File: src/rtl/bit_pair_gen.sv
// Burst generator: emits len pairs (a,b) from an 8-bit Fibonacci LFSR, b optionally corrupted at one index.
// Optional abort input when BIT_PAIR_GEN_ABORT_EN is defined.
module bit_pair_gen #(
  parameter logic [7:0] SEED = 8'h01
) (
  input  logic       clk,
  input  logic       reset,
  input  logic       start,
  input  logic [7:0] len,
  input  logic [7:0] err_pos,
  input  logic       err_en,
`ifdef BIT_PAIR_GEN_ABORT_EN
  input  logic       abort,
`endif
  output logic       a,
  output logic       b,
  output logic       valid,
  output logic       busy,
  output logic       done
);

  typedef enum logic [1:0] {IDLE, RUN, DONE} state_t;

  state_t     state_reg, state_next;
  logic [7:0] lfsr_reg, lfsr_next;
  logic [7:0] idx_reg, idx_next;
  logic [7:0] len_reg, len_next;
  logic [7:0] err_pos_reg, err_pos_next;
  logic       err_en_reg, err_en_next;
  logic       a_reg, a_next;
  logic       b_reg, b_next;
  logic       valid_reg, valid_next;
  logic       busy_reg, busy_next;
  logic       done_reg, done_next;
  // Low for the first edge after reset release so start is not accepted there.
  logic       armed_reg, armed_next;

  logic       fb;
  logic [7:0] last_idx;
  logic       inject;

  assign fb       = lfsr_reg[7] ^ lfsr_reg[5] ^ lfsr_reg[4] ^ lfsr_reg[3];
  assign last_idx = len_reg - 8'd1;  // len 0 wraps to 255, i.e. a 256-pair burst
  assign inject   = err_en_reg && (idx_reg == err_pos_reg);

  always_comb begin
    state_next   = state_reg;
    lfsr_next    = lfsr_reg;
    idx_next     = idx_reg;
    len_next     = len_reg;
    err_pos_next = err_pos_reg;
    err_en_next  = err_en_reg;
    a_next       = 1'b0;
    b_next       = 1'b0;
    valid_next   = 1'b0;
    busy_next    = busy_reg;
    done_next    = 1'b0;
    armed_next   = 1'b1;

    case (state_reg)
      IDLE: begin
        busy_next = 1'b0;
        if (start && armed_reg) begin
          len_next     = len;
          err_pos_next = err_pos;
          err_en_next  = err_en;
          lfsr_next    = SEED;
          idx_next     = 8'd0;
          busy_next    = 1'b1;
          state_next   = RUN;
        end
      end
      RUN: begin
`ifdef BIT_PAIR_GEN_ABORT_EN
        if (abort) begin
          state_next = DONE;
        end else begin
`endif
          a_next     = lfsr_reg[7];
          b_next     = lfsr_reg[7] ^ inject;
          valid_next = 1'b1;
          lfsr_next  = {lfsr_reg[6:0], fb};
          idx_next   = idx_reg + 8'd1;
          if (idx_reg == last_idx) begin
            state_next = DONE;
          end
`ifdef BIT_PAIR_GEN_ABORT_EN
        end
`endif
      end
      DONE: begin
        done_next  = 1'b1;
        busy_next  = 1'b0;
        state_next = IDLE;
      end
      default: begin
        busy_next  = 1'b0;
        state_next = IDLE;
      end
    endcase
  end

  always_ff @(posedge clk or negedge reset) begin
    if (!reset) begin
      state_reg   <= IDLE;
      lfsr_reg    <= SEED;
      idx_reg     <= 8'd0;
      len_reg     <= 8'd0;
      err_pos_reg <= 8'd0;
      err_en_reg  <= 1'b0;
      a_reg       <= 1'b0;
      b_reg       <= 1'b0;
      valid_reg   <= 1'b0;
      busy_reg    <= 1'b0;
      done_reg    <= 1'b0;
      armed_reg   <= 1'b0;
    end else begin
      state_reg   <= state_next;
      lfsr_reg    <= lfsr_next;
      idx_reg     <= idx_next;
      len_reg     <= len_next;
      err_pos_reg <= err_pos_next;
      err_en_reg  <= err_en_next;
      a_reg       <= a_next;
      b_reg       <= b_next;
      valid_reg   <= valid_next;
      busy_reg    <= busy_next;
      done_reg    <= done_next;
      armed_reg   <= armed_next;
    end
  end

  assign a     = a_reg;
  assign b     = b_reg;
  assign valid = valid_reg;
  assign busy  = busy_reg;
  assign done  = done_reg;

endmodule

File: config.mk
export PLATFORM = sky130hd
export DESIGN_NAME = bit_pair_gen
export DESIGN_NICKNAME = d
export VERILOG_FILES = /design/src/rtl/bit_pair_gen.sv
export SDC_FILE = /design/constraint.sdc
export NUM_CORES = 1
export LEC_CHECK = 0
export CAP_MARGIN = 20
export CORE_ASPECT_RATIO = 0.6
export CORE_UTILIZATION = 49
export DETAILED_ROUTE_END_ITERATION = 16
export GPL_TIMING_DRIVEN = 0
export PLACE_DENSITY = 0.82
export SLEW_MARGIN = 20
export SYNTH_ARGS = -nofsm -noshare
export SYNTH_HDL_FRONTEND = slang
export SYNTH_SLANG_ARGS = --single-unit
File: constraint.sdc
create_clock -name clk -period 2.4 [get_ports clk]
set_clock_uncertainty 0.2 [all_clocks]
set_input_delay 0.36 -clock clk [delete_from_list [all_inputs] [get_ports clk]]
set_output_delay 0.36 -clock clk [all_outputs]
set_load 0.02 [all_outputs]
* After elaboration in Yosys (flattened, before gate mapping) *
Cells that the tools add are included.

storage, ports and cells
  logic and storage cells = 44
  input bits = 20
  register bits after elaboration = 41
  output and inout port bits = 5

operators by class
  multiplexer cells = 13
  add/subtract/negate cells = 2
  equal/unequal tests = 6
  reductions and logical operators = 7
  bitwise gates (word level) = 4

operators by type and width
  operator             number
  $pmux 8 s2           2
  $eq 8x8->1           2
  $mux 8               2
  $add 8x1->8 const B  1
  $sub 8x1->8 const B  1
  $reduce_and 2->1     3
  $mux 1               5
  $mux 2               2
  $ne 2x2->1 const B   2
  $pmux 2 s2           1
  $xor 1x1->1          4
  $eq 2x1->1 const B   1
  $eq 2x2->1 const B   1
  $logic_and 1x1->1    2
  $logic_not 2->1      1
  $pmux 1 s2           1
  $reduce_bool 2->1    1

* Depth between registers and ports, before layout *
Gate-level depths: netlist (run 1).

  depth after elaboration = 4
  gate-level depth with buffers = 7
  gate-level depth less buffers = 7

* Worst setup path before layout (run 1) *
No wires, ideal clock.

  kind = register to register
  start point = reg len_reg[2]
  end point = reg state_reg[0]
  buffers on the path = 0
  setup slack = -0.112 ns
  required time = 2.057 ns
  stages on the path, launching flop included = 6
  period minus slack after synthesis = 2.512 ns
  data arrival time = 2.170 ns
  path through = dfrtp_1 or4_4 or4_1 a2111o_1 a2111oi_2 o21ai_0

on the way
  cells in the longest elaborated chain, start to end = 4

ends and longest elaborated chain
  element                            RTL line  source
  start, declared                    27        logic [7:0] len_reg, len_next;
  start signal, assigned             121       len_reg <= len_next;
  $sub 8x1->8                        43        assign last_idx = len_reg - 8'd1;
  $eq 8x8->1                         84        if (idx_reg == last_idx) begin
  $ne 2x2->1 (no source line)        n/a
  $reduce_and 2->1 (no source line)  n/a
  end signal, assigned               118       state_reg <= state_next;
  end, declared                      24        state_t state_reg, state_next;

Every way passes these cells.
A chain may end at the register's enable or synchronous reset.

* Final worst setup path (run 1) *
  start point = reg len_reg[3]
  end point = reg state_reg[1]

The elaborated chain is that of the path after synthesis.

==> impl_metrics.ini, run 1 <==
[worst_setup_path]
cp_top_family = simple AND/OR/NAND/NOR gates
cp_max_fo = 2
critPathKind = flip-flop to flip-flop
timing.critical_path.buf_inv = 0
crit_arrival_ps = 2530
reg2regPathDepth = 5
end_kind = flip-flop
reg2reg_to = state_reg[1]$_DFFE_PN0P_
cpMaxStageDelayCell = or4_4
cp.required_ps = 2440
slowest_delay_ps = 530
r2r_setup_slack_ps = -90
crit_path_cell_trace = or4_4 > or4_1 > a2111o_1 > a2111oi_4 > and2_1
r2r-start = len_reg[3]$_DFFE_PN0P_
cp-start-kind = flip-flop

[power_and_ir_drop]
powerDensity_nw_per_um2 = 1220
vdd_ir_drop_max_uv = 615
power_leakage_nw = 1.09

[clocking]
htreeDepth = 2
cts_buffers = 5
cts.path.max_buffers = 2
clkSinkCount = 41
insertion_delay_ps = 300
cts.clk_slew.worst_paths_ps = 70
cts_tree = built
root_buffer = clkbuf_8

[floorplan]
core_um2 = 3680
die_w_um = 82.4
die_h_um = 50.2
start_util_pct = 51.6
die_area_um2 = 4140
ios = 25
core.rowCount = 17

[sta]
finalWorstSetupSlack_ps = -90.3
worst_pin_slew_ps = 516
rsz0062_at_grt = yes
fmax_ghz = 0.402
final-setup-viol-count = 2
slew_viol_final = 0
finalCriticalPeriod_ps = 2490
slew_headroom_pct = 65.6
hold_violations = 0
fin_crit_sh_pct = 104
holdWs_ps = 250

[drt]
met3WireLength_um = 208
antenna_left = 0
drt_first_pass_iters = 4
dr_wl_met2_mm = 1.54
num_vias = 1515
met1_length_mm = 1.97
route.top_layer_used = met4
drc = 0
dr.first_iter.drc_count = 51
via_per_inst = 5.19
avgRoutedWirePerCell_um = 13.0
drt-total-wl_mm = 3.78

[finish]
area_growth_pct = 24.2
antenna_cells = 0
fin_nets = 266
drive_gt1_share_pct = 7.35
instances_no_fill = 292

[placement]
post-place-ws_ps = -224
portBuffers = 24
dp.cells = 278
place.gp.congestion = 0.850
post-dp-hpwl_mm = 2.68

[global_route]
antenna_found_initial = 0
grt_first_pass_wirelength_mm = 6.51
grt_pass1_vias = 1367
grt-ovfl-total = 0
grt_max_degree = 33
grt_usage_pct = 22.2

[logic_synthesis]
syn_nets = 228
syn_inst = 206
synth.avg_cell_area_um2 = 9.23
yosysSeqAreaShare_pct = 54.0
yosys.cell_types.count = 30
syn_area_um2 = 1900
yosysWarnings = 0
yosys_register_bits = 41

[run_status]
violations = setup timing
outcome = finished, violations left

[flow_run]
cap_violations = 0

[min_path]
hold_path.class = primary input to async pin
placed cells by master, fill, tap and decap left out, types with 2 or more instances in the layout:
| cell type | instances |
|---|---|
| clkdlybuf4s50_1 | 23 |
| clkinv_2 | 2 |
| o211ai_1 | 2 |
| buf_4 | 5 |
| nand3_1 | 7 |
| nand2_1 | 70 |
| nor2_1 | 6 |
| nand4_1 | 3 |
| dfrtp_1 | 40 |
| xnor2_1 | 10 |
| ha_1 | 2 |
| and2_1 | 2 |
| nor3_1 | 3 |
| clkbuf_1 | 9 |
| xor2_1 | 12 |
| o21ai_0 | 16 |
| and3_1 | 2 |
| inv_1 | 4 |
| clkbuf_8 | 5 |
| o31ai_1 | 2 |
| a21oi_1 | 2 |
Yosys cell counts (all sizes together):
master | count | share of area, %
mux2i | 1 | 0.53
o21ai | 17 | 4.5
clkbuf | 9 | 1.8
o31ai | 2 | 0.79
nand2 | 70 | 14
or4 | 2 | 0.99
ha | 2 | 1.3
o21a | 1 | 0.40
nand3 | 7 | 1.8
dfrtp | 40 | 53
nor4b | 1 | 0.46
a2111oi | 1 | 0.79
xnor2 | 10 | 4.6
nor4 | 1 | 0.33
a32oi | 1 | 0.46
a21oi | 2 | 0.53
a2111o | 1 | 0.59
nor2 | 6 | 1.2
conb | 1 | 0.20
inv | 4 | 0.79
and3 | 2 | 0.66
nand4 | 3 | 0.99
dfstp | 1 | 1.4
and2 | 2 | 0.66
xor2 | 12 | 5.5
nor3 | 3 | 0.79
o211ai | 2 | 0.79
nor2b | 1 | 0.33
nand2b | 1 | 0.33
final cells by class:
type,count,area (µm²)
inverter,4,15.0
clock buffer,5,68.8
multi-input combinational,152,837
fill,334,1320
sequential,41,1030
buffer,9,33.8
clock inverter,3,17.5
timing repair buffer,31,303
tap,47,58.8
report_power, final:
part | leakage [nW] | internal [mW] | switching [mW] | total [mW]
logic | 0.531 | 0.559 | 0.648 | 1.21
registers | 0.517 | 0.980 | 0.245 | 1.22
clock network | 0.0439 | 0.200 | 0.239 | 0.439
total | 1.09 | 1.74 | 1.13 | 2.87
worst max path at each step:
stage,cells after the start,end,slack [ps],from
3_3_place_gp,1,err_pos_reg[6]$_DFFE_PN0P_,-240,reset
6_report,5,state_reg[1]$_DFFE_PN0P_,-90,len_reg[3]$_DFFE_PN0P_
4_1_cts,5,state_reg[1]$_DFFE_PN0P_,-120,len_reg[3]$_DFFE_PN0P_
2_1_floorplan,5,state_reg[1]$_DFFE_PN0P_,-100,len_reg[5]$_DFFE_PN0P_
5_1_grt,5,state_reg[0]$_DFFE_PN0P_,-200,len_reg[3]$_DFFE_PN0P_
3_5_place_dp,5,state_reg[1]$_DFFE_PN0P_,-220,len_reg[3]$_DFFE_PN0P_
worst register-to-register path: cells and delay by family, from the launching register on:
| kind | cells | cell delay (ps) |
|---|---|---|
| AO/OA/AOI/OAI | 2 | 740 |
| flip-flops | 1 | 390 |
| AND/OR/NAND/NOR | 3 | 1110 |
metrics by stage:
step	power [mW]	util (%)	TNS [ps]	area (µm²)
finish	2.87	64.2	-178	2360
global route	3.12	64.2	-373	2360
CTS	2.87	64.0	-245	2350
detailed placement	2.33	60.2	-444	2210
global placement	2.28	59.8	-9960	2200
floorplan	2.01	-	-185	1900
metal layers:
| layer | up-vias | track usage, % |
|---|---|---|
| met5 | - | 0 |
| met4 | 0 | 9.65 |
| met3 | 8 | 6.00 |
| met2 | 42 | 29.3 |
| met1 | 716 | 33.4 |
| li1 | 749 | - |
cell families after synthesis:
family                   Yosys count  share of synthesized area, %
flip-flops                        41                          54.0
buffers and inverters             13                          2.57
AO/OA/AOI/OAI                     27                          8.82
adder cells (fa/ha/maj)            2                          1.32
XOR/XNOR                          22                          10.1
multiplexers                       1                         0.527
AND/OR/NAND/NOR                   99                          22.4
other                              1                         0.197
timing repair:
action,in CTS,in global routing
endpoints found under the setup margin,2,2
buffers inserted,4,1
endpoints found under the hold margin,40,0
pin swaps,4,2
hold buffers,1,0
gates resized for setup,1,0
gates cloned,0,0
(Power assumes the default switching activity.)
==> inputs of run 2 (changes only) <==
- PLACE_DENSITY: 0.82 -> 0.75
==> impl_metrics.ini, run 2 (synthesis gave the netlist of run 1 again) <==
[global_route]
grt-ovfl-total = 0
grt_first_pass_wirelength_mm = 6.64
grt_usage_pct = 22.6
antenna_found_initial = 0
grt_pass1_vias = 1436
grt_max_degree = 31

[worst_setup_path]
slowest_delay_ps = 540
cp_max_fo = 2
cpMaxStageDelayCell = or4_4
cp_top_family = simple AND/OR/NAND/NOR gates
crit_arrival_ps = 2520
crit_path_cell_trace = or4_4 > or4_1 > a2111o_1 > a2111oi_4 > o21ai_1
timing.critical_path.buf_inv = 0
cp-start-kind = flip-flop
cp.required_ps = 2370
critPathKind = flip-flop to flip-flop
end_kind = flip-flop

[run_status]
outcome = finished, violations left
violations = setup timing

[finish]
final_common_cell = nand2_1
area_growth_pct = 25.0
fin_area_um2 = 2380
fin_nets = 266
fill_cells = 314
layout_common_cells = nand2_1, dfrtp_1, clkdlybuf4s50_1
antenna_cells = 0
drive_gt1_share_pct = 7.35

[clocking]
clkSinkCount = 41
cts_tree = built
cts.clk_slew.worst_paths_ps = 80
cts.path.max_buffers = 2
root_buffer = clkbuf_8
insertion_delay_ps = 310
htreeDepth = 2
cts_buffers = 5

[placement]
portBuffers = 24
post-dp-hpwl_mm = 2.77
place.gp.congestion = 0.769
dpl-instance-area_um2 = 2210

[drt]
drt-total-wl_mm = 3.89
num_vias = 1495
drc = 0
avgRoutedWirePerCell_um = 13.3
drt_first_pass_iters = 4
dr.first_iter.drc_count = 101
via_per_inst = 5.12
antenna_left = 0

[floorplan]
ios = 25
die_area_um2 = 4140
die_h_um = 50.2
die_w_um = 82.4
core_um2 = 3680
start_util_pct = 51.6
core.rowCount = 17

[power_and_ir_drop]
power_leakage_nw = 1.10
powerDensity_nw_per_um2 = 1240
finalPower_mw = 2.94
vdd_ir_drop_max_uv = 628

[sta]
final-setup-viol-count = 2
fin_crit_sh_pct = 106
fmax_ghz = 0.393
fin_setup_tns_ps = -289
rsz0062_at_grt = yes
slew_viol_final = 0
finalWorstSetupSlack_ps = -145
worst_pin_slew_ps = 517
slew_headroom_pct = 65.6
hold_violations = 0
finalCriticalPeriod_ps = 2550

[flow_run]
cap_violations = 0

[min_path]
hold_path.class = flip-flop to flip-flop
-- run 2: cell count changes in the layout (fill, tap and decap cells not counted), sizes merged --
cell      before  now
clkinv         2    1
clkbuf        14   16
clkinvlp       1    0
-- run 2: metrics by stage --
step	setup slack [ps]	cells	hold slack, ps	util (%)
finish	-145	292	251	64.6
detailed placement	-227	278	65.3	60.2
CTS	-125	291	254	64.4
floorplan	-98.3	206	-136	-
global route	-241	292	270	64.6
global placement	-258	277	235	59.8
-- run 2: cell type report --
type	instances	area (µm²)	area share (%)
Clock buffer	7	96.3	4.05
Buffer	9	33.8	1.42
Multi-Input combinational cell	152	837	35.2
Tap cell	47	58.8	2.47
Inverter	4	15.0	0.632
Clock inverter	1	5.00	0.211
Sequential cell	41	1030	43.2
Timing Repair Buffer	31	303	12.7
-- run 2: layer usage --
layer | up-vias | global-route usage, % | wire, µm
met5 | - | 0 | 0
met4 | 0 | 8.77 | 35
met3 | 6 | 6.00 | 244
met2 | 39 | 31.8 | 1630
met1 | 701 | 33.0 | 1980
li1 | 749 | - | -
-- run 2: power by group --
group | total (mW) | internal, mW | switching [mW]
Sequential | 1.23 | 0.980 | 0.246
Combinational | 1.21 | 0.559 | 0.647
Clock | 0.505 | 0.260 | 0.245
-- run 2: final timing paths --
check / cells past startpoint / startpoint / slack (ps) / end
max: 5 / len_reg[3]$_DFFE_PN0P_ / -150 / state_reg[0]$_DFFE_PN0P_
min: 1 / state_reg[0]$_DFFE_PN0P_ / 250 / done$_DFF_PN0_
max reg2reg: 5 / len_reg[3]$_DFFE_PN0P_ / -150 / state_reg[0]$_DFFE_PN0P_
min reg2reg: 1 / state_reg[0]$_DFFE_PN0P_ / 250 / done$_DFF_PN0_
max in group asynchronous: 3 / reset / 1220 / lfsr_reg[0]$_DFFE_PN1P_
min in group asynchronous: 2 / reset / 270 / len_reg[0]$_DFFE_PN0P_
-- run 2: timing repair --
item | CTS | global route
setup buffers | 4 | 1
resized for setup | 1 | 0
endpoints found under the hold margin | 11 | 0
pin swaps | 4 | 0
gates cloned | 0 | 0
hold buffers | 1 | 0
endpoints found under the setup margin | 2 | 2
==> inputs of run 3 (changes only) <==
- CORE_UTILIZATION: 49 -> 54
- PLACE_DENSITY: 0.75 -> 0.78
- clock period: 2.4 -> 2.7 ns (I/O delays scaled with it)
==> impl_metrics.ini, run 3 (synthesis gave the netlist of run 1 again) <==
[drt]
drt_first_pass_iters = 4
dr.first_iter.drc_count = 105
num_vias = 1478
drc = 0
via_per_inst = 5.15
antenna_left = 0
avgRoutedWirePerCell_um = 13.0
drt-total-wl_mm = 3.73

[worst_setup_path]
critPathKind = flip-flop to flip-flop
crit_arrival_ps = 2640
timing.critical_path.buf_inv = 0
cp_top_family = simple AND/OR/NAND/NOR gates
cp_max_fo = 4
cp.required_ps = 2730
slowest_delay_ps = 540
cpMaxStageDelayCell = or4_4
cp-start-kind = flip-flop
end_kind = flip-flop
crit_path_cell_trace = or4_4 > or4_1 > a2111o_1 > a2111oi_4 > and2_1

[finish]
fin_nets = 263
area_growth_pct = 23.8
drive_gt1_share_pct = 6.61
antenna_cells = 0
layout_common_cells = nand2_1, dfrtp_1, clkdlybuf4s50_1
final_common_cell = nand2_1

[power_and_ir_drop]
powerDensity_nw_per_um2 = 1080
vdd_ir_drop_max_uv = 530
power_leakage_nw = 1.09
finalPower_mw = 2.54

[clocking]
clkSinkCount = 41
root_buffer = clkbuf_8
cts_buffers = 5
htreeDepth = 2
cts.path.max_buffers = 2
insertion_delay_ps = 290
cts.clk_slew.worst_paths_ps = 80
cts_tree = built

[global_route]
grt_first_pass_wirelength_mm = 5.90
grt-ovfl-total = 0
grt_pass1_vias = 1187
grt_usage_pct = 22.1
grt_max_degree = 33
antenna_found_initial = 0

[floorplan]
start_util_pct = 57.5
ios = 25
die_area_um2 = 3770
die_w_um = 78.6
core.rowCount = 16
core_um2 = 3300
die_h_um = 48.0

[sta]
finalCriticalPeriod_ps = 2620
slew_viol_final = 0
fin_setup_tns_ps = 0
final-setup-viol-count = 0
finalWorstSetupSlack_ps = 83.8
rsz0062_at_grt = no
fmax_ghz = 0.382
fin_crit_sh_pct = 96.9
hold_violations = 0

[min_path]
hold_path.class = flip-flop to flip-flop

[placement]
portBuffers = 24
post-dp-hpwl_mm = 2.64
post-place-ws_ps = 35.8
place.gp.congestion = 0.815

[flow_run]
cap_violations = 0

[run_status]
outcome = completed
## run 3: cell types whose count changed in the layout (fill, tap and decap cells not counted)
cell / previous run / this run
buf_4: 5 / 2
dfrtp_1: 40 / 39
dfrtp_2: 0 / 1
## run 3: where the power goes
part | switching (mW) | total [mW] | internal (mW) | leakage [nW]
clock | 0.207 | 0.438 | 0.231 | 0.0542
sequential | 0.212 | 1.08 | 0.872 | 0.516
combinational | 0.555 | 1.02 | 0.466 | 0.516
## run 3: final timing paths
kind                       slack, ps                       end  cells after the start                     start
min                              250            done$_DFF_PN0_                      1  state_reg[0]$_DFFE_PN0P_
min reg2reg                      250            done$_DFF_PN0_                      1  state_reg[0]$_DFFE_PN0P_
max                               80  state_reg[1]$_DFFE_PN0P_                      5    len_reg[2]$_DFFE_PN0P_
min in group asynchronous        320    len_reg[3]$_DFFE_PN0P_                      2                     reset
max in group asynchronous       1480   lfsr_reg[0]$_DFFE_PN1P_                      3                     reset
max reg2reg                       80  state_reg[1]$_DFFE_PN0P_                      5    len_reg[2]$_DFFE_PN0P_
## run 3: timing repair
item	CTS	global route
resized for setup	0	3
hold buffers	1	0
endpoints found under the setup margin	0	2
buffers inserted	0	2
endpoints found under the hold margin	9	0
## run 3: layout make-up
cell class	count	area, µm²
Buffer	9	33.8
Multi-Input combinational cell	152	837
Clock inverter	1	5.00
Inverter	4	15.0
Fill cell	261	951
Sequential cell	41	1030
Tap cell	45	56.3
Clock buffer	7	96.3
Timing Repair Buffer	28	280
## run 3: stage by stage
stage	cell area [µm²]	util (%)	hold slack, ps	std cells
finish	2350	71.2	253	287
global route	2350	71.2	268	287
CTS	2320	70.3	254	285
detailed placement	2210	67.0	85.8	276
global placement	2200	66.5	237	275
floorplan	1900	-	-90.6	206
## run 3: metal layers
layer  wire [µm]  vias to the layer above  part of all wire (%)  global-route usage (%)
li1            -                      742                     -                       -
met1        1950                      686                    52                    33.1
met2        1510                       48                    41                    29.9
met3         263                        2                   7.0                    7.43
met4           8                        0                  0.21                    6.67
met5           0                        -                     0                       0
## run 3: worst reg2reg max path, cell delays in order, from the launching register on
cell and delay (ps):
dfrtp_2 420, or4_4 540, or4_1 420, a2111o_1 410, a2111oi_4 380, and2_1 180
